===== config.mk =====
export PLATFORM = sky130hd
export DESIGN_NAME = pipe_hazard_ctrl
export DESIGN_NICKNAME = d
export VERILOG_FILES = /design/src/rtl/pipe_hazard_ctrl_pkg.sv /design/src/rtl/pipe_hazard_ctrl_hazard_cmp.sv /design/src/rtl/pipe_hazard_ctrl.sv
export SDC_FILE = /design/constraint.sdc
export NUM_CORES = 1
export LEC_CHECK = 0
export ABC_AREA = 1
export BUFFER_PORTS_ARGS = -buffer_cell sky130_fd_sc_hd__buf_4
export CAP_MARGIN = 20
export CORE_UTILIZATION = 47
export DETAILED_ROUTE_END_ITERATION = 10
export HOLD_SLACK_MARGIN = 0.15
export PLACE_DENSITY = 0.85
export SYNTH_ARGS = -nofsm -noshare
export SYNTH_HDL_FRONTEND = slang
export SYNTH_SLANG_ARGS = --single-unit
export TNS_END_PERCENT = 30

===== constraint.sdc =====
create_clock -name Clk -period 2.8 [get_ports Clk]
set_clock_uncertainty 0.1 [all_clocks]
set_input_delay 0.42 -clock Clk [delete_from_list [all_inputs] [get_ports Clk]]
set_output_delay 0.42 -clock Clk [all_outputs]
set_load 0.01 [all_outputs]

===== src/rtl/pipe_hazard_ctrl_pkg.sv =====
`default_nettype none
// +------------------------------------------------------------------+
// | pipe_ctrl_pkg : shared types/constants for the hazard controller |
// | Revision 1.0                                                     |
// +------------------------------------------------------------------+
package pipe_ctrl_pkg;

  typedef enum logic [1:0] {
    RUN     = 2'd0,
    MC_WAIT = 2'd1
  } state_t;

  localparam int unsigned REG_AW_DEFAULT = 5;
  localparam int unsigned ZERO_REG       = 0;
  localparam int unsigned MC_CNT_W       = 8;

endpackage
`default_nettype wire


===== src/rtl/pipe_hazard_ctrl_hazard_cmp.sv =====
`default_nettype none
// +------------------------------------------------------------------+
// | hazard_cmp : combinational load-use detector (EX load vs ID srcs)|
// | Revision 1.0                                                     |
// +------------------------------------------------------------------+
module hazard_cmp
  import pipe_ctrl_pkg::*;
#(
  parameter int unsigned REG_AW = REG_AW_DEFAULT
) (
  input  logic [REG_AW-1:0] id_rs,
  input  logic [REG_AW-1:0] id_rt,
  input  logic              id_uses_rt,
  input  logic              ex_memread,
  input  logic [REG_AW-1:0] ex_rd,
  output logic              load_use
);

  always_comb begin
    // r0 is hardwired zero, so a load targeting it never creates a dependency
    load_use = ex_memread
             && (ex_rd != REG_AW'(ZERO_REG))
             && ((ex_rd == id_rs) || (id_uses_rt && (ex_rd == id_rt)));
  end

endmodule
`default_nettype wire


===== src/rtl/pipe_hazard_ctrl.sv =====
`default_nettype none
// +------------------------------------------------------------------+
// | pipe_hazard_ctrl : stall/flush control for the 5-stage pipeline  |
// | Optional counters via macro HAZARD_STATS_EN.  Revision 1.0       |
// +------------------------------------------------------------------+
module pipe_hazard_ctrl
  import pipe_ctrl_pkg::*;
#(
  parameter int unsigned REG_AW = REG_AW_DEFAULT,
  parameter int unsigned MC_LAT = 32,
  parameter int unsigned CNT_W  = 16
) (
  input  logic              Clk,
  input  logic              Clrn,
  input  logic [REG_AW-1:0] id_rs,
  input  logic [REG_AW-1:0] id_rt,
  input  logic              id_uses_rt,
  input  logic              id_mc_start,
  input  logic              ex_memread,
  input  logic [REG_AW-1:0] ex_rd,
  input  logic              ex_branch_taken,
  input  logic              mc_done,
  output logic              pc_en,
  output logic              ifid_en,
  output logic              ifid_flush,
  output logic              idex_en,
  output logic              idex_flush,
  output logic              mc_busy,
  output logic [CNT_W-1:0]  stall_cnt,
  output logic [CNT_W-1:0]  flush_cnt
);

  localparam logic [MC_CNT_W-1:0] MC_RELOAD = MC_CNT_W'(MC_LAT - 1);

  state_t              state_q, state_d;
  logic [MC_CNT_W-1:0] mc_cnt_q, mc_cnt_d;
  logic                load_use;
  logic                stall_evt;
  logic                flush_evt;

  hazard_cmp #(
    .REG_AW (REG_AW)
  ) u_hazard_cmp (
    .id_rs      (id_rs),
    .id_rt      (id_rt),
    .id_uses_rt (id_uses_rt),
    .ex_memread (ex_memread),
    .ex_rd      (ex_rd),
    .load_use   (load_use)
  );

  always_comb begin
    state_d    = state_q;
    mc_cnt_d   = mc_cnt_q;
    pc_en      = 1'b1;
    ifid_en    = 1'b1;
    ifid_flush = 1'b0;
    idex_en    = 1'b1;
    idex_flush = 1'b0;
    mc_busy    = 1'b0;
    stall_evt  = 1'b0;
    flush_evt  = 1'b0;
    case (state_q)
      MC_WAIT: begin
        // the exit cycle still holds; RUN resumes after this edge
        pc_en   = 1'b0;
        ifid_en = 1'b0;
        idex_en = 1'b0;
        mc_busy = 1'b1;
        if (mc_done || (mc_cnt_q == '0)) begin
          state_d  = RUN;
          mc_cnt_d = '0;
        end else begin
          mc_cnt_d = mc_cnt_q - MC_CNT_W'(1);
        end
      end
      default: begin
        if (ex_branch_taken) begin
          ifid_flush = 1'b1;
          idex_flush = 1'b1;
          flush_evt  = 1'b1;
        end else if (load_use) begin
          pc_en      = 1'b0;
          ifid_en    = 1'b0;
          idex_flush = 1'b1;
          stall_evt  = 1'b1;
        end else if (id_mc_start) begin
          state_d  = MC_WAIT;
          mc_cnt_d = MC_RELOAD;
        end
      end
    endcase
  end

  always_ff @(posedge Clk or negedge Clrn) begin
    if (!Clrn) begin
      state_q  <= RUN;
      mc_cnt_q <= '0;
    end else begin
      state_q  <= state_d;
      mc_cnt_q <= mc_cnt_d;
    end
  end

`ifdef HAZARD_STATS_EN
  logic [CNT_W-1:0] stall_cnt_q, stall_cnt_d;
  logic [CNT_W-1:0] flush_cnt_q, flush_cnt_d;

  // saturating event counters
  always_comb begin
    stall_cnt_d = stall_cnt_q;
    flush_cnt_d = flush_cnt_q;
    if (stall_evt && (stall_cnt_q != '1)) stall_cnt_d = stall_cnt_q + CNT_W'(1);
    if (flush_evt && (flush_cnt_q != '1)) flush_cnt_d = flush_cnt_q + CNT_W'(1);
  end

  always_ff @(posedge Clk or negedge Clrn) begin
    if (!Clrn) begin
      stall_cnt_q <= '0;
      flush_cnt_q <= '0;
    end else begin
      stall_cnt_q <= stall_cnt_d;
      flush_cnt_q <= flush_cnt_d;
    end
  end

  assign stall_cnt = stall_cnt_q;
  assign flush_cnt = flush_cnt_q;
`else
  logic unused_evt;
  assign unused_evt = stall_evt ^ flush_evt;
  assign stall_cnt  = '0;
  assign flush_cnt  = '0;
`endif

endmodule
`default_nettype wire


==> load_flow_metrics.sql, run 1 <==
INSERT INTO impl_metrics (metric_group, metric, value, unit) VALUES
('floorplanning', 'die_height', '49.12', 'microns'),
('sta', 'maxClockFrequency', '502.9', 'MHz'),
('routing', 'dr_total_vias', '948', ''),
('power', 'power.sequential.fraction', '34.1', '%'),
('cells_and_area', 'fin_nets', '217', ''),
('floorplanning', 'ioPinCount', '60', ''),
('routing', 'routed_via_density', '4.329', ''),
('critical_path', 'path_cells', 'buf_4 > inv_1 > nand4_1 > o21ai_0 > inv_1 > a31oi_1 > buf_4', ''),
('floorplanning', 'core_region_area', '2022', 'sq um'),
('critical_path', 'cp.buffers_inverters', '4', ''),
('critical_path', 'setup.worst_path.class', 'primary input to output pin', ''),
('floorplanning', 'die_w', '49.12', 'microns'),
('critical_path', 'cp_data_required_time', '2.28', 'ns'),
('clock_network', 'clock_root_buffer', 'sky130_fd_sc_hd__clkbuf_4', ''),
('sta', 'fin_ws', '0.8115', 'ns'),
('floorplanning', 'start_util', '51.61', '%'),
('critical_path', 'critical_path.endpoint_type', 'output pin', ''),
('run_status', 'outcome', 'finished clean', ''),
('job', 'cap_viol_max_count', '0', ''),
('global_routing', 'grt_use_total', '18.69', '%'),
('clock_network', 'cts.sink_count', '9', ''),
('sta', 'totalNegativeSetupSlack', '0', 'ns'),
('hold_path', 'min_path_type', 'primary input to flip-flop', ''),
('cells_and_area', 'number_of_standard_cells_in_the_final_layout_excluding_fillers', '219', ''),
('yosys', 'synth_top_area_share', '23.74', '%'),
('yosys', 'synth_largest_area_cell', 'sky130_fd_sc_hd__buf_4', ''),
('yosys', 'yosys.cell_types.count', '20', ''),
('cells_and_area', 'area_of_all_sequential_standard_cells', '225.2', 'sq um'),
('cells_and_area', 'layout_commonest_cell', 'sky130_fd_sc_hd__nand2_1', ''),
('routing', 'drtPass1Iterations', '4', ''),
('yosys', 'post_synth_main_area_contributors', 'sky130_fd_sc_hd__buf_4, sky130_fd_sc_hd__dfrtp_1, sky130_fd_sc_hd__nand2_1', ''),
('cells_and_area', 'fin_area', '1180', 'sq um'),
('power', 'comb_pwr_share', '50.8', '%'),
('sta', 'final_min_period_over_clock_period', '71.02', '%'),
('cells_and_area', 'num-fill-cells', '213', ''),
('placed_design', 'detailedPlace.worstSlack', '0.8163', 'ns'),
('sta', 'slew_violations', '0', ''),
('placed_design', 'buffers_on_ports', '27', ''),
('placed_design', 'numPlacedInstances', '214', ''),
('yosys', 'count_of_state_elements_after_synthesis', '9', ''),
('clock_network', 'cts.htree.levels', '1', ''),
('critical_path', 'timing.critical_path.arrival', '1.47', 'ns'),
('critical_path', 'worst_path_dominant_cell_family', 'buffers and inverters', ''),
('cells_and_area', 'area_growth_syn_to_layout', '13.07', '%'),
('power', 'leakagePower', '0.0007194', 'uW'),
('cells_and_area', 'antenna-diode-count', '0', ''),
('global_routing', 'grt-ovfl-total', '0', ''),
('critical_path', 'reg2reg_setup_slack', '1.31', 'ns'),
('clock_network', 'cts.repair.resized', '0', ''),
('placed_design', 'dpl_cell_area', '1144', 'sq um'),
('yosys', 'postSynthCellCount', '163', ''),
('yosys', 'post_synth.cell_area_avg', '6.402', 'sq um'),
('routing', 'ant_nets', '0', ''),
('sta', 'timing.final.hold_violations', '0', ''),
('sta', 'hold_ws', '0.3931', 'ns'),
('cells_and_area', 'mostFrequentLayoutCells', 'sky130_fd_sc_hd__nand2_1, sky130_fd_sc_hd__conb_1, sky130_fd_sc_hd__buf_4', ''),
('clock_network', 'cts_tree', 'built', ''),
('critical_path', 'timing.critical_path.slowest_stage_cell', 'sky130_fd_sc_hd__a31oi_1', ''),
('critical_path', 'critical_path.max_stage_delay', '0.28', 'ns'),
('global_routing', 'grt_start_max_net_pins', '12', ''),
('critical_path', 'crit_path_start_kind', 'primary input', ''),
('sta', 'timing.final.crit_period', '1.989', 'ns'),
('power', 'intPower', '376.4', 'uW'),
('power', 'peakVddDrop', '298.2', 'uV'),
('power', 'switching_share', '44.71', '%'),
('floorplanning', 'die_area', '2413', 'sq um'),
('cells_and_area', 'drive_above_1_share', '19.27', '%'),
('placed_design', 'place_congestion', '0.8041', ''),
('placed_design', 'dp.final_hpwl', '1643', 'microns'),
('floorplanning', 'rows', '16', ''),
('routing', 'post-route-drc-count', '0', '');
==> path summary, 6_finish.rpt <==
kind / start / to / depth (start not counted)
setup / recovery: ex_rd[2] / ifid_en / 7
hold / removal: mc_done / state_q[0] / 4
setup reg to reg: mc_cnt_q[0] / mc_cnt_q[4] / 7
hold reg to reg: mc_cnt_q[1] / mc_cnt_q[1] / 2
max in group asynchronous: Clrn / mc_cnt_q[0] / 2
min in group asynchronous: Clrn / mc_cnt_q[6] / 2
==> through the flow <==
stage,total power [uW],utilization (%)
global route,745.8,58.35
floorplan,504.8,-
finish,680.8,58.35
detailed placement,576.7,56.56
CTS,685.8,58.35
global placement,569.1,56.56
==> power by group through the flow <==
stage                     Clock (uW)  Sequential [uW]  Combinational [uW]
after floorplan                    0              217                 288
after global placement             0              233                 336
after detailed placement           0              233                 344
after CTS                        108              231                 347
after global routing             119              240                 387
final                            103              232                 346
==> Yosys cell counts (all sizes together) <==
cell and n:
nand2 50, buf 34, inv 21, nor2 17, nand3 10, dfrtp 9
o21ai 7, xnor2 4, nand4 3, xor2 3, ha 2, a21oi 1
a31oi 1, conb 1
==> logic make-up after synthesis <==
group                      share of synthesized area (%)
AOI/OAI and AO/OA                                  4.436
xor gates and xnor gates                           5.875
adders and majority gates                          2.398
buffers and inverters                              31.77
DFF                                                21.58
other                                             0.3594
and+or+nand+nor                                    33.57
==> flip-flops by register name (all words and copies together), names as in the netlist <==
| register | count |
|---|---|
| state_q | 1 |
| mc_cnt_q | 8 |
==> routing by layer <==
layer,up-vias,GRT usage [%],wire (microns)
li1,492,-,-
met1,411,21.90,869
met2,43,31.28,953
met3,2,6.231,131
met4,0,6.863,11
met5,-,0,0
==> timing repair <==
action                    in CTS  in global routing
hold buffers                   1                  0
buffers inserted               0                  0
hold endpoints to repair       9                  0
==> final cells by class <==
| cell class | instances | share of cell area (%) |
|---|---|---|
| Clock buffer | 4 | 2.227 |
| Timing Repair Buffer | 28 | 18.03 |
| Sequential cell | 9 | 19.09 |
| Multi-Input combinational cell | 130 | 51.11 |
| Tap cell | 27 | 2.863 |
| Inverter | 21 | 6.681 |
==> tightest hold or removal path, cell delays in order <==
cell and delay, ns:
sky130_fd_sc_hd__buf_4 0.07, sky130_fd_sc_hd__inv_1 0.04, sky130_fd_sc_hd__a21oi_1 0.13, sky130_fd_sc_hd__nor2_1 0.06
(Power assumes the default switching activity.)
==> run 2: changes to the inputs <==
ABC_AREA = 0   (was 1)
CORE_UTILIZATION = 43   (was 47)
PLACE_DENSITY = 0.8   (was 0.85)
clock period = 1.85 ns   (was 2.8 ns; I/O delays follow)
==> load_flow_metrics.sql, run 2 <==
INSERT INTO impl_metrics (metric_group, metric, value, unit) VALUES
('run_status', 'outcome', 'finished with violations', ''),
('run_status', 'violated_checks', 'negative setup slack', ''),
('routing', 'wirelength', '1903', 'microns'),
('cells_and_area', 'drive_above_1_share', '31.85', '%'),
('cells_and_area', 'number_of_standard_cells_in_the_final_layout_excluding_fillers', '184', ''),
('clock_network', 'clock_root_buffer', 'sky130_fd_sc_hd__clkbuf_4', ''),
('routing', 'routedWlPerCell', '10.34', 'microns'),
('routing', 'routed_via_density', '4.734', ''),
('clock_network', 'worstSkewPairLatency', '0.27', 'ns'),
('critical_path', 'timing.critical_path.arrival', '1.53', 'ns'),
('cells_and_area', 'fin_area', '1195', 'sq um'),
('critical_path', 'timing.critical_path.slowest_stage_cell', 'sky130_fd_sc_hd__or2_4', ''),
('cells_and_area', 'max_ffs_per_register', '8', ''),
('yosys', 'count_of_state_elements_after_synthesis', '9', ''),
('sta', 'timing.final.crit_period', '1.904', 'ns'),
('hold_path', 'min_path_type', 'primary input to flip-flop', ''),
('cells_and_area', 'mostFrequentLayoutCells', 'sky130_fd_sc_hd__buf_4, sky130_fd_sc_hd__conb_1, sky130_fd_sc_hd__nor2_1', ''),
('power', 'comb_pwr_share', '45.0', '%'),
('global_routing', 'grt-ovfl-total', '0', ''),
('yosys', 'yosys.cell_types.count', '33', ''),
('yosys', 'yosys_warnings', '0', ''),
('clock_network', 'cts.htree.levels', '1', ''),
('critical_path', 'setup.worst_path.class', 'primary input to output pin', ''),
('cells_and_area', 'area_growth_syn_to_layout', '21.66', '%'),
('sta', 'maxClockFrequency', '525.1', 'MHz'),
('placed_design', 'buffers_on_ports', '27', ''),
('power', 'leakagePower', '0.0006010', 'uW'),
('floorplanning', 'die_w', '49.79', 'microns'),
('placed_design', 'place_congestion', '0.7943', ''),
('power', 'clock_power_share', '19.5', '%'),
('routing', 'post-route-drc-count', '0', ''),
('yosys', 'synth_top_area_share', '25.22', '%'),
('floorplanning', 'ioPinCount', '60', ''),
('routing', 'drt_first_iter_violations', '12', ''),
('power', 'total_switching_power', '313.7', 'uW'),
('critical_path', 'worst_path_dominant_cell_family', 'simple AND/OR/NAND/NOR gates', ''),
('sta', 'rsz0062_at_grt', 'yes', ''),
('power', 'intPower', '483.8', 'uW'),
('yosys', 'post_synth.cell_area_avg', '8.185', 'sq um'),
('global_routing', 'antenna_violations_before_repair', '0', ''),
('placed_design', 'dpl_cell_area', '1140', 'sq um'),
('yosys', 'postSynth.asyncResetShare', '100.0', '%'),
('global_routing', 'global_route_wire_length_before_repair', '3125', 'microns'),
('sta', 'fin_ws', '-0.05425', 'ns'),
('routing', 'ant_nets', '0', ''),
('routing', 'dr_total_vias', '871', ''),
('critical_path', 'crit_path_start_kind', 'primary input', ''),
('sta', 'timing.final.hold_violations', '0', ''),
('floorplanning', 'die_area', '2479', 'sq um'),
('cells_and_area', 'reg.largest.list', 'mc_cnt_q: 8 flops, state_q: 1 flops', ''),
('critical_path', 'path_cells', 'buf_4 > xor2_1 > nor4_2 > a32oi_1 > or2_4 > o21a_1 > buf_4', ''),
('floorplanning', 'core_region_area', '2062', 'sq um'),
('critical_path', 'critPathMostFrequentCell', 'sky130_fd_sc_hd__buf_4', ''),
('cells_and_area', 'fin_nets', '182', ''),
('critical_path', 'cp_max_fo', '3', ''),
('cells_and_area', 'largest_reg_by_ff_count', 'mc_cnt_q', ''),
('power', 'peakVddDrop', '372.3', 'uV'),
('job', 'cap_viol_max_count', '0', ''),
('critical_path', 'critical_path.max_stage_delay', '0.26', 'ns'),
('yosys', 'yosys.cell_count.top_type', 'sky130_fd_sc_hd__buf_4', ''),
('sta', 'setup_viol', '3', ''),
('yosys', 'postSynthCellCount', '120', ''),
('yosys', 'post_synth_main_area_contributors', 'sky130_fd_sc_hd__buf_4, sky130_fd_sc_hd__dfrtp_1, sky130_fd_sc_hd__xor2_1', ''),
('yosys', 'netlist_area', '982.2', 'sq um'),
('global_routing', 'grt_use_total', '16.37', '%'),
('clock_network', 'cts_tree', 'built', ''),
('cells_and_area', 'layout_commonest_cell', 'sky130_fd_sc_hd__buf_4', ''),
('clock_network', 'tritoncts.num_buffers', '3', ''),
('yosys', 'dominantRegCellSynth', 'sky130_fd_sc_hd__dfrtp_1', ''),
('critical_path', 'critical_path.endpoint_type', 'output pin', ''),
('clock_network', 'cts.sink_count', '9', ''),
('placed_design', 'dp.final_hpwl', '1539', 'microns'),
('clock_network', 'clkSlewWorstSetupHoldPaths', '0.07', 'ns'),
('sta', 'final_min_period_over_clock_period', '102.9', '%'),
('routing', 'drtPass1Iterations', '4', ''),
('yosys', 'edff_count_synth', '0', ''),
('floorplanning', 'die_height', '49.79', 'microns'),
('floorplanning', 'rows', '16', ''),
('floorplanning', 'start_util', '47.63', '%'),
('power', 'power_density', '667.4', 'nW/um^2'),
('yosys', 'synth_largest_area_cell', 'sky130_fd_sc_hd__buf_4', ''),
('power', 'power.sequential.fraction', '35.5', '%'),
('yosys', 'synth_seq_area_share', '22.93', '%'),
('critical_path', 'cp_data_required_time', '1.47', 'ns'),
('global_routing', 'grt_start_max_net_pins', '12', ''),
('sta', 'slew_violations', '0', ''),
('yosys', 'synth_top_cells_by_count', 'sky130_fd_sc_hd__buf_4, sky130_fd_sc_hd__nor2_1, sky130_fd_sc_hd__dfrtp_1, sky130_fd_sc_hd__xor2_1, sky130_fd_sc_hd__nor3_1', ''),
('cells_and_area', 'antenna-diode-count', '0', ''),
('global_routing', 'first_global_vias', '775', ''),
('placed_design', 'numPlacedInstances', '178', ''),
('power', 'switching_share', '39.33', '%'),
('critical_path', 'cp.buffers_inverters', '2', ''),
('clock_network', 'cts_buffer_depth', '2', '');
-- run 2: cell count changes after synthesis, moves of 4 or more --
cell	change
sky130_fd_sc_hd__nand2_1	-44
sky130_fd_sc_hd__nor2_1	-6
sky130_fd_sc_hd__nor3_1	+8
sky130_fd_sc_hd__nand3_1	-8
sky130_fd_sc_hd__xor2_1	+6
sky130_fd_sc_hd__inv_1	-13
sky130_fd_sc_hd__o21ai_0	-4
-- run 2: metrics by stage --
step / util [%] / setup WS, ns / total power [uW] / hold WS, ns / setup TNS [ns]
CTS: 57.46 / -0.05797 / 794.7 / 0.2365 / -0.1349
finish: 57.95 / -0.05425 / 797.5 / 0.2472 / -0.1186
global placement: 55.28 / -0.04917 / 620.2 / 0.006719 / -0.1075
global route: 57.95 / -0.1646 / 865.5 / 0.2549 / -0.4737
floorplan: - / 0.02284 / 547.8 / -0.1181 / 0
detailed placement: 55.28 / -0.06473 / 633.7 / 0.01028 / -0.1622
-- run 2: path summary, 6_finish.rpt --
kind	start	end	slack (ns)	cells after the start
max in group asynchronous	Clrn	mc_cnt_q[1]	1.24	2
min in group asynchronous	Clrn	mc_cnt_q[3]	0.26	2
hold / removal	mc_done	mc_cnt_q[6]	0.25	4
setup / recovery	ex_rd[3]	ifid_en	-0.05	7
hold reg to reg	mc_cnt_q[7]	mc_cnt_q[7]	0.50	1
setup reg to reg	mc_cnt_q[4]	mc_cnt_q[5]	0.09	5
-- run 2: power by group through the flow --
stage / Combinational, uW / Clock [uW] / Sequential (uW)
2_1_floorplan: 270 / 0 / 277
3_3_place_gp: 340 / 0 / 281
3_5_place_dp: 352 / 0 / 282
4_1_cts: 355 / 161 / 278
5_1_grt: 400 / 174 / 291
6_report: 359 / 156 / 283
-- run 2: cells by family (layout without fill, tap and decap cells) --
family          Yosys count  count (layout)  share of synthesized area (%)
mux                       4               4                          4.204
xor+xnor                 10              10                          8.918
flops                     9               9                          22.93
simple gates             32              32                          17.45
compound gates           22              22                          15.67
fa+ha+maj                 2               2                          2.547
buf+inv                  40              46                          27.90
other cells               1              32                         0.3818
-- run 2: routing by layer --
| metal | share of wire [%] | GRT usage, % | up-vias |
|---|---|---|---|
| met5 | 0 | 0 | - |
| met4 | 0.32 | 3.333 | 0 |
| met3 | 7.5 | 4.938 | 2 |
| met2 | 54 | 28.60 | 48 |
| met1 | 38 | 19.55 | 394 |
| li1 | - | - | 427 |
-- run 2: cell type report --
cell class | instances | area (sq um)
clock inverter | 1 | 5.005
multi-input combinational | 102 | 609.3
timing repair buffer | 37 | 280.3
tap | 27 | 33.78
sequential | 9 | 225.2
inverter | 5 | 18.77
fill | 187 | 867.1
clock buffer | 3 | 22.52
-- run 2: timing repair --
action,CTS,global route
endpoints found under the hold margin,9,0
pin swaps,1,0
setup buffers,1,0
gates resized for setup,0,2
hold buffers,1,0
endpoints found under the setup margin,3,5
-- run 2: tightest hold or removal path: cells and delay by family --
kind	cells	cell delay, ns
buffers and inverters	1	0.11
and+or+nand+nor	2	0.10
AOI/OAI and AO/OA	1	0.09
